$ cat config.mk
export PLATFORM = sky130hd
export DESIGN_NAME = uart_pkt_tx_flat
export DESIGN_NICKNAME = d
export VERILOG_FILES = /design/src/rtl/uart_pkt_tx_if.sv /design/src/rtl/uart_pkt_tx.sv /design/src/flat_wrapper.sv
export SDC_FILE = /design/constraint.sdc
export NUM_CORES = 1
export LEC_CHECK = 0
export CELL_PAD_IN_SITES_DETAIL_PLACEMENT = 1
export CELL_PAD_IN_SITES_GLOBAL_PLACEMENT = 2
export CORE_MARGIN = 10
export CORE_UTILIZATION = 38
export CTS_CLUSTER_SIZE = 28
export DETAILED_ROUTE_END_ITERATION = 6
export PLACE_DENSITY_LB_ADDON = 0.05
export SLEW_MARGIN = 20
export SYNTH_ARGS = -nofsm -noshare
export SYNTH_HDL_FRONTEND = slang
export SYNTH_SLANG_ARGS = --single-unit
$ cat constraint.sdc
create_clock -name clk -period 1.9 [get_ports clk]
set_input_delay 0.19 -clock clk [delete_from_list [all_inputs] [get_ports clk]]
set_output_delay 0.19 -clock clk [all_outputs]
set_load 0.02 [all_outputs]
$ cat src/rtl/uart_pkt_tx_if.sv
// Byte-framer bus bundle: word input handshake plus the UART TX byte handshake.
// Latency: n/a (wires only).
// Backpressure: in_ready from the framer; the UART side paces itself via tx_busy.
// Ports: in_data/in_valid/in_ready (word in), tx_data/tx_start/tx_busy (UART byte side),
//        fifo_level/active (status). slave = the framer, master = its environment.
interface uart_pkt_tx_if #(
  parameter int NBYTES = 4,
  parameter int DEPTH  = 4
);
  logic [8*NBYTES-1:0]    in_data;
  logic                   in_valid;
  logic                   in_ready;
  logic [7:0]             tx_data;
  logic                   tx_start;
  logic                   tx_busy;
  logic [$clog2(DEPTH):0] fifo_level;
  logic                   active;

  modport slave (
    input  in_data, in_valid, tx_busy,
    output in_ready, tx_data, tx_start, fifo_level, active
  );

  modport master (
    output in_data, in_valid, tx_busy,
    input  in_ready, tx_data, tx_start, fifo_level, active
  );
endinterface

$ cat src/rtl/uart_pkt_tx.sv
// Packet framer: buffers result words, sends each as HDR, NBYTES data bytes LSB first, 8-bit sum.
// Latency: word pushed into empty FIFO at edge N is popped at N+1; header tx_start high N+1..N+2.
// Backpressure: in_ready drops when the FIFO holds DEPTH words; bytes wait for tx_busy to fall.
// Ports: clk, rst (async, active-high); bus (slave modport of uart_pkt_tx_if):
//   in_data/in_valid/in_ready word input, tx_data/tx_start/tx_busy UART byte handshake,
//   fifo_level buffered word count, active high while a packet is in flight.
module uart_pkt_tx #(
  parameter int          NBYTES = 4,
  parameter int          DEPTH  = 4,
  parameter logic [7:0]  HDR    = 8'hA5
) (
  input  logic         clk,
  input  logic         rst,
  uart_pkt_tx_if.slave bus
);

  localparam int AW = $clog2(DEPTH);
  localparam int WW = 8 * NBYTES;
  // idx counts 0 (header) .. NBYTES+1 (checksum)
  localparam int IW = $clog2(NBYTES + 2);
  localparam logic [IW-1:0] LAST_DATA = IW'(NBYTES);
  localparam logic [IW-1:0] LAST_IDX  = IW'(NBYTES + 1);
  localparam logic [AW:0]   FULL      = (AW + 1)'(DEPTH);

  typedef enum logic [1:0] {
    IDLE    = 2'd0,
    START   = 2'd1,
    WAIT_HI = 2'd2,
    WAIT_LO = 2'd3
  } state_t;

  state_t state_q, state_d;

  // ---------------------------------------------------------------------------
  // Word FIFO
  // ---------------------------------------------------------------------------
  logic [WW-1:0] mem [DEPTH];
  logic [AW-1:0] wr_ptr, rd_ptr;
  logic [AW:0]   count;
  logic          push, pop;

  // Full blocks a push even when a pop happens in the same cycle.
  assign bus.in_ready   = (count != FULL);
  assign push           = bus.in_valid && bus.in_ready;
  assign pop            = (state_q == IDLE) && (count != '0);
  assign bus.fifo_level = count;

  always_ff @(posedge clk or posedge rst) begin
    if (rst) begin
      wr_ptr <= '0;
      rd_ptr <= '0;
      count  <= '0;
    end else begin
      // DEPTH is a power of two, so the pointers wrap by overflow.
      if (push) wr_ptr <= wr_ptr + 1'b1;
      if (pop)  rd_ptr <= rd_ptr + 1'b1;
      case ({push, pop})
        2'b10:   count <= count + 1'b1;
        2'b01:   count <= count - 1'b1;
        default: count <= count;
      endcase
    end
  end

  always_ff @(posedge clk) begin
    if (push) mem[wr_ptr] <= bus.in_data;
  end

  // ---------------------------------------------------------------------------
  // Framer FSM and datapath
  // ---------------------------------------------------------------------------
  logic [WW-1:0] sr_q, sr_d;
  logic [IW-1:0] idx_q, idx_d;
  logic [7:0]    csum_q, csum_d;
  logic [7:0]    tx_data_q, tx_data_d;
  logic          tx_start_q, tx_start_d;

  // State register
  always_ff @(posedge clk or posedge rst) begin
    if (rst) state_q <= IDLE;
    else     state_q <= state_d;
  end

  // Next-state logic
  always_comb begin
    state_d = state_q;
    case (state_q)
      IDLE:    if (count != '0) state_d = START;
      START:   state_d = WAIT_HI;
      // A busy already high on entry is taken as the rise.
      WAIT_HI: if (bus.tx_busy) state_d = WAIT_LO;
      WAIT_LO: if (!bus.tx_busy) state_d = (idx_q == LAST_IDX) ? IDLE : START;
      default: state_d = IDLE;
    endcase
  end

  // Output / datapath next values; tx_start is only ever raised on entry to START.
  always_comb begin
    sr_d       = sr_q;
    idx_d      = idx_q;
    csum_d     = csum_q;
    tx_data_d  = tx_data_q;
    tx_start_d = 1'b0;
    case (state_q)
      IDLE: begin
        if (pop) begin
          sr_d       = mem[rd_ptr];
          idx_d      = '0;
          csum_d     = '0;
          tx_data_d  = HDR;
          tx_start_d = 1'b1;
        end
      end
      WAIT_LO: begin
        if (!bus.tx_busy && (idx_q != LAST_IDX)) begin
          idx_d      = idx_q + 1'b1;
          tx_start_d = 1'b1;
          if (idx_q == LAST_DATA) begin
            // All data bytes are out; the sum (header excluded) goes last.
            tx_data_d = csum_q;
          end else begin
            tx_data_d = sr_q[7:0];
            sr_d      = sr_q >> 8;
            csum_d    = csum_q + sr_q[7:0];
          end
        end
      end
      default: ;
    endcase
  end

  // Datapath registers; reset abandons any partial packet.
  always_ff @(posedge clk or posedge rst) begin
    if (rst) begin
      sr_q       <= '0;
      idx_q      <= '0;
      csum_q     <= '0;
      tx_data_q  <= '0;
      tx_start_q <= 1'b0;
    end else begin
      sr_q       <= sr_d;
      idx_q      <= idx_d;
      csum_q     <= csum_d;
      tx_data_q  <= tx_data_d;
      tx_start_q <= tx_start_d;
    end
  end

  assign bus.tx_data  = tx_data_q;
  assign bus.tx_start = tx_start_q;
  assign bus.active   = (state_q != IDLE);

  // ---------------------------------------------------------------------------
  // Invariants
  // ---------------------------------------------------------------------------
  a_start_only_in_start: assert property (@(posedge clk) disable iff (rst)
    bus.tx_start |-> (state_q == START));
  a_start_state_has_start: assert property (@(posedge clk) disable iff (rst)
    (state_q == START) |-> bus.tx_start);
  a_level_bound: assert property (@(posedge clk) disable iff (rst)
    count <= FULL);

endmodule

$ cat src/flat_wrapper.sv
// flat-port wrapper written by rule: the top's interface ports become plain ports
module uart_pkt_tx_flat 
#(
  parameter int          NBYTES = 4,
  parameter int          DEPTH  = 4,
  parameter logic [7:0]  HDR    = 8'hA5
)
  (clk, rst, bus_in_data, bus_in_valid, bus_tx_busy, bus_in_ready, bus_tx_data, bus_tx_start, bus_fifo_level, bus_active);
  uart_pkt_tx_if #(.NBYTES(NBYTES), .DEPTH(DEPTH)) bus_i ();
  input  logic clk;
  input  logic rst;
  input wire logic [$bits(bus_i.in_data)-1:0] bus_in_data;
  input wire logic [$bits(bus_i.in_valid)-1:0] bus_in_valid;
  input wire logic [$bits(bus_i.tx_busy)-1:0] bus_tx_busy;
  output wire logic [$bits(bus_i.in_ready)-1:0] bus_in_ready;
  output wire logic [$bits(bus_i.tx_data)-1:0] bus_tx_data;
  output wire logic [$bits(bus_i.tx_start)-1:0] bus_tx_start;
  output wire logic [$bits(bus_i.fifo_level)-1:0] bus_fifo_level;
  output wire logic [$bits(bus_i.active)-1:0] bus_active;
  assign bus_i.in_data = bus_in_data;
  assign bus_i.in_valid = bus_in_valid;
  assign bus_i.tx_busy = bus_tx_busy;
  assign bus_in_ready = bus_i.in_ready;
  assign bus_tx_data = bus_i.tx_data;
  assign bus_tx_start = bus_i.tx_start;
  assign bus_fifo_level = bus_i.fifo_level;
  assign bus_active = bus_i.active;
  uart_pkt_tx #(.NBYTES(NBYTES), .DEPTH(DEPTH), .HDR(HDR)) u_core (.clk(clk), .rst(rst), .bus(bus_i));
endmodule
==> results.py <==
metrics = {
    "detailed_routing": {
        "first_pass_iters": 4,
        "remaining_drc_errors": 0,
        "first_iter_violations": 227,
        "ant_nets": 0,
        "wl_per_cell_um": 19.5,
        "routed_wl_um": 16600,
        "via_count": 4289,
        "avgViaCountPerCell": 5.02,
    },
    "layout": {
        "register_area_um2": 5380,
        "fillers": 1962,
        "drive_gt1_frac": 0.253,
        "multiInputGateArea_um2": 2420,
        "finalCoreUtilization": 0.482,
        "final_cell_mix": "128 x edfxtp_1, 57 x dfrtp_1, 53 x nand2_1",
        "nNetsFinal": 629,
        "final_common_cell": "edfxtp_1",
        "fin_cells": 855,
        "diodes": 0,
        "fin_area_um2": 9780,
        "syn_to_final_growth_pct": 24.1,
    },
    "yosys": {
        "ys_ff_latch": 189,
        "yosysTopAreaCell": "edfxtp_1",
        "synth_cells": 483,
        "avgSynthCellArea_um2": 16.3,
        "async_flop_share": 0.323,
        "syn_nets": 540,
        "synth_edf_count": 128,
        "synthTopCellsByArea": "edfxtp_1 49%, dfrtp_1 19%, mux4_2 9.1%",
        "synth.distinct_cells": 45,
        "synth.top_cell.area_share": 0.488,
        "syn_area_um2": 7880,
        "synth_top_flop_cell": "edfxtp_1",
        "ys_seq_area_frac": 0.682,
        "yosys_warnings": 0,
    },
    "floorplan": {
        "ios": 50,
        "die_h_um": 164,
        "dieArea_um2": 26900,
        "coreArea_um2": 20300,
        "fp.dieW_um": 164,
        "start_util": 0.388,
        "fp-row-count": 52,
    },
    "status": {
        "status": "complete, no violations",
    },
    "placement": {
        "place_area_um2": 8960,
        "dp_cells": 810,
        "io_buffers": 49,
        "hpwl_um": 10400,
        "dp_slack_ns": -0.0401,
        "place.gp.congestion": 0.748,
    },
    "timing": {
        "finalHoldViolations": 0,
        "tns_ns": 0,
        "period_share": 0.965,
        "max_freq_mhz": 545,
        "setup_viol": 0,
        "drv_slew": 0,
        "fin_worst_skew_ns": 0.00954,
        "fin_ws_ns": 0.0667,
        "rsz0062_at_grt": "true",
        "slew_headroom": 0.714,
        "worst_slew_pin_slew_ns": 0.428,
        "min_period_ns": 1.83,
    },
    "worst_setup_path": {
        "worstPathCellList": "ha_1 -> a211oi_2 -> o21ai_2 -> and4_4 -> o41a_1 -> a31oi_1",
        "cp_slowest_cell": "dfrtp_1",
        "cp_data_required_time_ns": 2.25,
        "path_class": "reg2reg",
        "start_kind": "flop",
        "cpPeakStageDelay_ns": 0.39,
        "crit_fanout": 3,
        "worstSetupEndpointType": "flop",
        "cp.arrival_ns": 2.18,
    },
    "clock_tree": {
        "cts_tree": "built",
        "htreeDepth": 4,
        "cts_made_buffers": 17,
        "cts-root-buf": "clkbuf_16",
        "ctsHoldBuffers": 0,
        "clock-sinks": 189,
        "cts.clk_slew.worst_paths_ns": 0.07,
        "insertion_delay_ns": 0.43,
        "clockBufferDepth": 2,
    },
    "hold_path": {
        "hold_path_class": "in2async",
    },
    "global_routing": {
        "grt_pass1_wl_um": 26800,
        "grt.total_usage": 0.129,
        "grt_pass1_vias": 4890,
        "grt.overflow.total": 0,
        "grt_start_max_net_pins": 64,
        "antenna_found_initial": 0,
    },
    "power": {
        "ir_worst_vdd_uv": 581,
        "p_per_area_nw_per_um2": 1690,
        "power_leakage_nw": 3.70,
    },
    "run": {
        "cap_violations": 0,
    },
}
[worst paths after layout]
path,depth (start not counted),to,slack (ns),from
max,6,u_core.csum_q[7],0.07,u_core.csum_q[1]
min,2,u_core.wr_ptr[0],0.06,rst
max reg2reg,6,u_core.csum_q[7],0.07,u_core.csum_q[1]
min reg2reg,2,u_core.bus.tx_data[1],0.47,u_core.bus.tx_data[1]
max in group asynchronous,3,u_core.rd_ptr[0],1.29,rst
min in group clk,1,u_core.mem[1][20],0.39,bus_in_data[20]
[power breakdown]
group,leakage (nW),internal (mW),switching (mW)
Combinational,1.46,3.13,3.36
Clock,0.313,2.15,1.68
Sequential,1.93,5.63,0.567
[area by class of cell]
cell class                      instances  area share
Sequential cell                       189       0.550
Multi-Input combinational cell        260       0.247
Timing Repair Buffer                   93      0.0979
Clock buffer                           17      0.0435
Tap cell                              270      0.0345
Clock inverter                         15      0.0229
Inverter                               11     0.00422
[cells in the mapped netlist, types with 2 or more instances]
| cell | number |
|---|---|
| nand2_1 | 54 |
| dfrtp_1 | 61 |
| clkbuf_1 | 3 |
| and2_1 | 2 |
| nor2_1 | 11 |
| mux2i_1 | 28 |
| ha_1 | 19 |
| inv_1 | 11 |
| xnor2_1 | 7 |
| mux4_2 | 32 |
| o21ai_0 | 30 |
| a21oi_1 | 6 |
| buf_2 | 11 |
| nor2b_1 | 2 |
| nand3_1 | 7 |
| a22o_1 | 7 |
| nand3b_1 | 8 |
| xor2_1 | 4 |
| fa_1 | 2 |
| o21ai_1 | 3 |
| buf_4 | 5 |
| a21o_1 | 4 |
| buf_6 | 3 |
| mux2_2 | 6 |
| edfxtp_1 | 128 |
| o31ai_1 | 3 |
| a31oi_1 | 5 |
| and3_1 | 4 |
[what timing repair did]
item	4_1_cts	5_1_grt
cloned	0	0
gates resized for setup	3	12
pin swaps	0	12
endpoints found under the setup margin	4	12
setup buffers	2	11
[layer usage]
layer  vias up  part of all wire  global-route usage  wire length, um
li1       2013                 -                   -                -
met1      2209              0.43               0.153             7150
met2        51              0.53               0.230             8840
met3        16             0.027              0.0258              454
met4         0             0.012              0.0431              195
met5         -                 0                   0                0
[logic make-up after synthesis]
kind of cell               count (synthesis)  share of synthesized area
adders and majority gates                 21                     0.0353
buffers and inverters                     34                     0.0233
AOI/OAI and AO/OA                         68                     0.0543
DFF                                      189                      0.682
muxes                                     66                      0.136
xor gates and xnor gates                  11                     0.0122
and+or+nand+nor                           94                     0.0575
[worst max-delay path, delay by kind of cell, from the launching register on]
family	cells	cell delay (ns)
compound gates	4	0.84
fa+ha+maj	1	0.33
flops	1	0.39
simple gates	1	0.20
[flip-flops by register name (all words and copies together) (netlist names)]
name / count
u_core.bus.tx_start: 1
u_core.bus.tx_data: 8
u_core.idx_q: 3
u_core.state_q: 2
u_core.bus.fifo_level: 3
u_core.csum_q: 8
u_core.wr_ptr: 2
u_core.rd_ptr: 2
u_core.sr_q: 32
u_core.mem: 128
[metrics by stage]
step	hold slack, ns	power (mW)
after global placement	0.449	12.4
after floorplan	0.289	10.4
after global routing	0.0764	17.7
after CTS	0.0579	16.5
final	0.0645	16.5
after detailed placement	0.461	12.6
Power figures use the tool's default switching activity.
